--- config.mk ---
export PLATFORM = sky130hd
export DESIGN_NAME = my_node_info
export DESIGN_NICKNAME = d
export VERILOG_FILES = /design/src/rtl/my_node_info.sv
export SDC_FILE = /design/constraint.sdc
export NUM_CORES = 1
export LEC_CHECK = 0
export ABC_AREA = 0
export CORE_MARGIN = 4
export CORE_UTILIZATION = 69
export DETAILED_ROUTE_END_ITERATION = 8
export GPL_ROUTABILITY_DRIVEN = 0
export PLACE_DENSITY_LB_ADDON = 0.25
export SLEW_MARGIN = 10
export SYNTH_ARGS = -nofsm -noshare
export SYNTH_HDL_FRONTEND = slang
export SYNTH_SLANG_ARGS = --single-unit
--- constraint.sdc ---
create_clock -name clk -period 306.8 [get_ports clk]
set_clock_uncertainty 0.2 [all_clocks]
set_input_delay 61.36 -clock clk [delete_from_list [all_inputs] [get_ports clk]]
set_output_delay 61.36 -clock clk [all_outputs]
set_load 0.03 [all_outputs]
--- src/rtl/my_node_info.sv ---
// Per-node routing/energy state: latches hop distance, normalized-energy Q-value,
// cluster-head role and low-energy flag from decoded packets strobed by en_MNI.
module my_node_info #(
   parameter logic [15:0] NODE_ID = 16'h000C
) (
   input  logic        clk,
   input  logic        nrst,
   input  logic        en_MNI,
   input  logic [2:0]  fPktType,
   input  logic [15:0] e_max,
   input  logic [15:0] e_min,
   input  logic [15:0] energy,
   input  logic [15:0] destinationID,
   input  logic [15:0] hops,
   input  logic [15:0] timeslot,
   input  logic [15:0] e_threshold,
   output logic [15:0] myNodeID,
   output logic [15:0] hopsFromSink,
   output logic [15:0] myQValue,
   output logic        role,
   output logic        low_E
);

   typedef enum logic [2:0] {
      PKT_HB   = 3'b000,
      PKT_CHE  = 3'b001,
      PKT_INV  = 3'b010,
      PKT_CHT  = 3'b100,
      PKT_DATA = 3'b101
   } pkt_t;

   pkt_t        pkt_type;
   logic        hb_lock;
   logic [15:0] e_diff;
   logic [15:0] e_span;
   logic [29:0] q_num;
   logic [29:0] q_quo;
   logic [15:0] e_norm;
   logic        unused_bits;

   assign pkt_type = pkt_t'(fPktType);
   assign myNodeID = NODE_ID;

   // Saturation cases are decided before the divide so the quotient only ever
   // sees energy strictly between e_min and e_max, keeping it within 15 bits.
   always_comb begin
      e_diff = energy - e_min;
      e_span = e_max - e_min;
      q_num  = {e_diff, 14'b0};
      q_quo  = '0;
      e_norm = '0;
      if (energy <= e_min) begin
         e_norm = '0;
      end else if ((energy >= e_max) || (e_max <= e_min)) begin
         e_norm = 16'h4000;
      end else begin
         q_quo  = q_num / {14'b0, e_span};
         e_norm = q_quo[15:0];
      end
   end

   assign unused_bits = ^{timeslot, q_quo[29:16]};

   always_ff @(posedge clk) begin
      if (!nrst) begin
         hopsFromSink <= '0;
         myQValue     <= '0;
         role         <= 1'b0;
         low_E        <= 1'b0;
         hb_lock      <= 1'b0;
      end else if (en_MNI) begin
         low_E <= (energy <= e_threshold);
         case (pkt_type)
            PKT_HB: begin
               if (!hb_lock) begin
                  hopsFromSink <= hops;
                  myQValue     <= e_norm;
                  role         <= 1'b0;
                  hb_lock      <= 1'b1;
               end
            end
            PKT_CHE: begin
               if (destinationID == NODE_ID) role <= 1'b1;
            end
            PKT_DATA: hb_lock <= 1'b0;
            default: ;
         endcase
      end
   end

endmodule

# == Yosys cells after proc, flatten, opt, wreduce, memory -nomap -nowiden ==
# Index checks and enable logic that the tools add are counted.
# classes
shifts,0
n_addsub,2
n_eq_ne,5
n_bitwise,1
reduce_logical,7
div_mod_pow,1
order_cmp,4
n_mux,6
multipliers,0
# op_table
op,n
less-or-equal comparator 16 bit,3
2-to-1 mux 16 bit,2
subtractor 16 bit,2
divider 30 x 16 -> 30 bit,1
"== test 16 x 4 -> 1 bit, second input constant",1
greater-or-equal comparator 16 bit,1
"inequality test 2 bit, second input constant",2
one-hot mux 1 bit (2 select lines),2
AND reduction 4 bit,1
nonzero test 2 bit,2
"== test 3 x 1 -> 1 bit, second input constant",1
"== test 3 bit, second input constant",1
zero test 3 bit,1
AND reduction 3 bit,1
2-to-1 mux 1 bit,2
AND reduction 2 bit,1
logical OR 1 bit,1
inverter 1 bit,1
# word_totals
mem_bits_ro,0
mem_bits_rw,0
in_bits,118
n_memories,0
output_inout_bits,50
reg_bits,35
latch_bits,0
wordCells,31

# == Depth between registers and ports, before layout ==
# Gate-level depths: netlist of the first run.
# depth
word_depth,4
mapped_depth,463
ltp_nobuf,427

# == Least setup slack after synthesis of the first run ==
# Ideal clock, no wire load.
# synth_timing
path_kind,input port to flip-flop
start,input e_min[3]
end,register myQValue[0]
stages,440
setup_time_ns,0.133
required_time_ns,306.467
path_buffers,40
t_arrival_ns,144.716
slack_ns,161.751
path_cell_list,inv_1 ha_1 o21ai_1 a21o_1 a311oi_1 o21ai_1 nor4_1 nand4_1 clkbuf_1 nor2_1 and3_1 a21oi_1 a21oi_1 ha_1 o21a_1 o21ai_1 nor3_1 mux2_2 [404 not listed] nand2b_1 a21oi_1 nand4b_4 mux2_1 ha_1 a21oi_1 nor2b_1 o21ai_0 nand2b_1 a21oi_1 nor2b_1 o21ai_0 nand2b_1 a21oi_1 o211ai_1 nor4_1 and4b_1 a41oi_1
# synth_via
elab_chain_len,4
elab_cells_between_ends,8
classes_between,add/sub: 2; div: 1; order compare: 2; mux: 2; reduce/logical: 1
# synth_lines
item,line_no,rtl
start: declaration,11,"input logic [15:0] e_min,"
"subtractor 16 bit, or another cell as far along",47,e_diff = energy - e_min;
divider 30 x 16 -> 30 bit or logical OR 1 bit (tied branches),"57, 54",
2-to-1 mux 16 bit,54,end else if ((energy >= e_max) || (e_max <= e_min)) begin
2-to-1 mux 16 bit (*),52,if (energy <= e_min) begin
end signal: assignment,77,myQValue <= e_norm;
end: declaration,19,"output logic [15:0] myQValue,"
# Mark *: on every way between the ends. The rest lies on a longest branch, timed or not.
# A chain may end at the register's enable or synchronous reset.

# == Worst setup path after layout of the first run ==
# layout_timing
start,input e_min[2]
end,register myQValue[0]
# The elaborated chain is that of the path after synthesis.

==> results.yml, run 1 <==
cts:
  cts_made_buffers: 5
  clkTransAtPathRegs_ns: 0.07
  cts.sinks: 35
  ctsHtreeMaxLevel: 2
  cts_tree: "done"
  clockBufferDepth: 2
  hold_buffers: 0
  clk_latency_ns: 0.30
  post_cts_resized: 0
  post_cts_buffers: 0
  cts_root_buffer: "clkbuf_16"
floorplan:
  die_h_um: 205.2
  rows: 71
  pin_count: 168
  die_w_um: 205.2
  initial_core_util_pct: 70.56
  design.core.area_um2: 38020
  dieArea_um2: 42100
setup_path:
  cp-end-kind: "flip-flop"
  reg2reg_depth: 6
  cp_common_cell: "nor2_1"
  required_ns: 306.77
  cp-start-kind: "input port"
  cp_slowest_cell: "a211oi_1"
  critical_path_class: "input port to flip-flop"
  ff2ff_setup_slack_ns: 303.85
  critPathLaunch: "e_min[2]"
  cp_slowest_stage_delay_ns: 0.91
  timing.rr.start: "hb_lock$_SDFFE_PN0P_"
  cp_top_family: "compound AO/OA/AOI/OAI gates"
  worstPathArrival_ns: 158.68
  worstPathBufferInverterCount: 15
  timing.rr.end: "myQValue[0]$_SDFFE_PN0P_"
  cp_max_fo: 33
sta:
  slew_violations: 0
  rsz0062_at_grt: "no"
  finalHoldViolations: 0
  period_share_pct: 51.73
  setup_viol: 0
  tightest_slew_ns: 1.134
  timing.fmax_mhz: 6.301
  min_period_ns: 158.71
  fin_tns_setup_ns: 0
  maxSlewHeadroom_pct: 23.69
  holdWs_ns: 0.2667
logic_synthesis:
  async_reset_ff_share_pct: 0
  syn_area_um2: 26830
  syn_inst: 3851
  synth_top_area_share_pct: 19.17
  yosys-top-cells-count: "411 x ha_1, 389 x nor2_1, 362 x a21oi_1"
  synth_top_area_cell: "ha_1"
  ys_types: 126
  ys_warn_count: 0
  synth_area_per_cell_um2: 6.966
  ys_seq_area_share_pct: 2.612
  synthFlopType: "dfxtp_1"
  synth-seq-cells: 35
  synth_edf_count: 0
  synth_area_leaders: "ha_1 19%, a21oi_1 6.8%, xnor2_1 6.1%"
  synth.most_common_cell: "ha_1"
worst_hold_path:
  hp-class: "flip-flop to flip-flop"
  min_from: "hopsFromSink[2]$_SDFFE_PN0P_"
  hold_end: "hopsFromSink[2]$_SDFFE_PN0P_"
  hold_depth: 2
routing:
  vias: 30251
  ant_nets: 0
  drc: 1
  via_per_inst: 6.807
  wl_per_cell_um: 18.70
  drt_wl_total_mm: 83.10
  drtPass1Iterations: 9
  drt_iter0_drc: 2994
global_routing:
  grt_pass1_vias: 28029
  grt_start_max_net_pins: 56
  use_met3_pct: 6.068
  busiest_layer: "met2"
  grt_pass1_wl_mm: 134.8
  antenna_found_initial: 2
  use_met1_pct: 48.74
  grtUsageMet2_pct: 62.34
  grt_use_total_pct: 37.45
  grt-ovfl-total: 0
job:
  maxCapViolations: 0
placed_design:
  dpl.hpwl_mm: 65.49
  numPortBuffers: 135
cells_and_area:
  areaGrowthSynthToFinish_pct: 7.537
  drive_above_1_share_pct: 6.307
  nNetsFinal: 4463
outcome:
  violations: "design-rule violations"
  status: "finished with violations"
flip-flops by register name, summed over array words and instances, names as in the netlist:
name	flops
hopsFromSink	16
myQValue	16
hb_lock	1
low_E	1
role	1
stage by stage:
| stage | worst slack (ns) | utilization, % | instances | area [um^2] |
|---|---|---|---|---|
| final | 148.09 | 75.88 | 4444 | 28850 |
| after global routing | 141.14 | 75.88 | 4444 | 28850 |
| after CTS | 151.03 | 75.87 | 4443 | 28850 |
| after detailed placement | 151.15 | 75.42 | 4435 | 28680 |
| after global placement | 153.06 | 75.42 | 4435 | 28680 |
| after floorplan | 161.75 | - | 3865 | 26880 |
cells by family after synthesis:
group | after synthesis | share of synthesized area (%)
AOI/OAI and AO/OA | 1333 | 33.80
xor gates and xnor gates | 269 | 8.810
adders and majority gates | 414 | 19.39
buffers and inverters | 306 | 4.692
DFF | 35 | 2.612
muxes | 135 | 5.555
other | 2 | 0.02799
and+or+nand+nor | 1357 | 25.11
per-layer routing:
| metal | share of wire, % | vias to the layer above |
|---|---|---|
| li1 | - | 14664 |
| met3 | 9.9 | 285 |
| met5 | 0 | - |
| met2 | 44 | 1467 |
| met1 | 42 | 13835 |
| met4 | 4.1 | 0 |
layout make-up:
cell class | count | area (um^2)
Antenna cell | 1 | 2.502
Clock buffer | 5 | 125.1
Clock inverter | 3 | 43.79
Fill cell | 2991 | 9173
Inverter | 193 | 724.4
Multi-Input combinational cell | 3524 | 24980
Sequential cell | 35 | 700.7
Tap cell | 511 | 639.4
Timing Repair Buffer | 172 | 1629
cell usage in the layout (no fill, tap or decap), types with 69 or more instances in the layout:
cell,synthesis,final
clkdlybuf4s50_1,0,135
nor2_1,389,388
nand4_1,72,72
nand3_1,87,87
xor2_1,80,79
inv_1,192,192
a21oi_1,362,362
o21ai_0,208,208
mux2_2,83,83
ha_1,411,410
nor3_1,114,114
xnor2_1,188,188
a21o_1,101,101
o21bai_1,80,80
nor2b_1,69,69
nand2_1,309,309
o21a_1,107,107
worst min-delay path, cell delays in order, from the launching register on:
cell      delay, ns
dfxtp_1        0.31
nand2_1        0.04
a21boi_0       0.07
worst max-delay path by stage:
stage / to / cells past startpoint
final: myQValue[0]$_SDFFE_PN0P_ / 407
after global routing: myQValue[0]$_SDFFE_PN0P_ / 407
after CTS: myQValue[0]$_SDFFE_PN0P_ / 406
after detailed placement: myQValue[0]$_SDFFE_PN0P_ / 406
after global placement: myQValue[0]$_SDFFE_PN0P_ / 407
after floorplan: myQValue[0]$_SDFFE_PN0P_ / 440
Power of run 1 is not shown: default switching activity piles up to over one toggle a cycle in this logic, so the estimate is an artifact.
==> run 2: changes to the inputs <==
--- a/config.mk
+++ b/config.mk
@@ -7,7 +7,7 @@
 export LEC_CHECK = 0
 export ABC_AREA = 0
 export CORE_MARGIN = 4
-export CORE_UTILIZATION = 69
+export CORE_UTILIZATION = 57
 export DETAILED_ROUTE_END_ITERATION = 8
 export GPL_ROUTABILITY_DRIVEN = 0
 export PLACE_DENSITY_LB_ADDON = 0.25
==> constraint.sdc (replaced) <==
create_clock -name clk -period 132 [get_ports clk]
set_clock_uncertainty 0.2 [all_clocks]
set_input_delay 26.4 -clock clk [delete_from_list [all_inputs] [get_ports clk]]
set_output_delay 26.4 -clock clk [all_outputs]
set_load 0.03 [all_outputs]
==> run 2 against run 1 <==
Net effect: the flow now finishes without violations; setup slack worse by 140 ns; critical path depth grew 8; worst hold slack worse by 0.0063 ns; non-clock buffer count unchanged; clock-buffer cell count up 1; critical endpoint unchanged.
==> results.yml, run 2 (synthesized netlist as in run 1, its figures left out) <==
sta:
  min_period_ns: 122.19
  slew_violations: 0
  fin_tns_setup_ns: 0
  timing.fmax_mhz: 8.184
  period_share_pct: 92.57
  tightest_slew_ns: 1.180
  maxSlewHeadroom_pct: 20.59
  rsz0062_at_grt: "no"
  setup_viol: 0
  finalHoldViolations: 0
floorplan:
  die_w_um: 224.9
  initial_core_util_pct: 57.62
  die_h_um: 224.9
  rows: 79
  pin_count: 168
  design.core.area_um2: 46560
  dieArea_um2: 50600
placed_design:
  place_inst: 4531
  numPortBuffers: 135
  dpl.hpwl_mm: 65.38
  placed_area_um2: 28800
global_routing:
  antenna_found_initial: 0
  grt_pass1_vias: 27350
  grt-ovfl-total: 0
  grt_pass1_wl_mm: 134.0
  grt_use_total_pct: 31.14
  grt_start_max_net_pins: 56
cts:
  cts_made_buffers: 5
  ctsHtreeMaxLevel: 2
  clockBufferDepth: 2
  cts_root_buffer: "clkbuf_16"
  clkTransAtPathRegs_ns: 0.06
  cts.sinks: 35
  cts_tree: "done"
  post_cts_resized: 0
  post_cts_buffers: 0
  hold_buffers: 0
  clk_latency_ns: 0.31
cells_and_area:
  nNetsFinal: 4463
  layout_commonest_cell: "ha_1"
  instances_no_fill: 4539
  design_area_um2: 28990
  areaGrowthSynthToFinish_pct: 8.055
  n_antenna_cell: 0
  layout_common_cells: "410 x ha_1, 388 x nor2_1, 362 x a21oi_1"
  top_regs: "hopsFromSink x16, myQValue x16"
  drive_above_1_share_pct: 6.282
setup_path:
  critical_path_class: "input port to flip-flop"
  cp_common_cell: "nor2_1"
  cp-end-kind: "flip-flop"
  cp_slowest_stage_delay_ns: 0.84
  cp-start-kind: "input port"
  cp_max_fo: 41
  critPathLaunch: "e_min[7]"
  reg2reg_depth: 8
  ff2ff_setup_slack_ns: 129.19
  required_ns: 131.96
  crit_end: "myQValue[0]$_SDFFE_PN0P_"
  timing.rr.end: "myQValue[0]$_SDFFE_PN0P_"
  timing.rr.start: "hb_lock$_SDFFE_PN0P_"
  worstPathArrival_ns: 122.15
  cp_slowest_cell: "nor4_1"
routing:
  drt_wl_total_mm: 83.06
  drtPass1Iterations: 7
  wl_per_cell_um: 18.30
  via_per_inst: 6.482
  drt_iter0_drc: 2433
  vias: 29423
  drc: 0
  ant_nets: 0
worst_hold_path:
  hold_depth: 2
  hp-class: "flip-flop to flip-flop"
job:
  maxCapViolations: 0
outcome:
  status: "completed"
## run 2: cell count changes in the layout (fill, tap and decap cells not counted)
cell,previous run,this run
clkinv_4,1,0
a2111oi_1,1,2
clkbuf_1,0,1
bufinv_16,1,2
clkinv_2,1,0
a2111oi_0,9,8
diode_2,1,0
## run 2: how the worst min path moves through the flow
stage,start,to,slack [ns]
after floorplan,hb_lock$_SDFFE_PN0P_,hb_lock$_SDFFE_PN0P_,0.36
after global placement,hopsFromSink[10]$_SDFFE_PN0P_,hopsFromSink[10]$_SDFFE_PN0P_,0.25
after detailed placement,hopsFromSink[3]$_SDFFE_PN0P_,hopsFromSink[3]$_SDFFE_PN0P_,0.26
after CTS,hopsFromSink[10]$_SDFFE_PN0P_,hopsFromSink[10]$_SDFFE_PN0P_,0.27
after global routing,hopsFromSink[10]$_SDFFE_PN0P_,hopsFromSink[10]$_SDFFE_PN0P_,0.28
final,hopsFromSink[10]$_SDFFE_PN0P_,hopsFromSink[10]$_SDFFE_PN0P_,0.26
## run 2: per-layer routing
layer / vias up / wire length [um] / GRT usage (%)
li1: 14620 / - / -
met1: 13465 / 36440 / 41.40
met2: 1109 / 36370 / 51.61
met3: 229 / 6964 / 4.442
met4: 0 / 3282 / 10.99
met5: - / 0 / 0
## run 2: layout make-up
cell class	count	area, um^2
Tap cell	607	759.5
Clock inverter	2	60.06
Timing Repair Buffer	172	1629
Inverter	193	724.4
Multi-Input combinational cell	3524	24990
Clock buffer	6	128.9
Sequential cell	35	700.7
Fill cell	4425	17570
## run 2: worst max-delay path, delay by kind of cell
family          cells  cell delay, ns
buf+inv            22            5.10
fa+ha+maj          31            9.72
simple gates      137           28.54
compound gates    215           48.76
mux                10            3.31
## run 2: through the flow
stage,hold slack [ns],worst slack (ns),util (%)
detailed placement,0.2572,11.66,61.86
global route,0.2800,1.469,62.26
CTS,0.2656,11.46,62.26
floorplan,0.3616,21.91,-
finish,0.2604,9.807,62.26
global placement,0.2498,12.44,61.86
Power of run 2 is left out for the same reason.
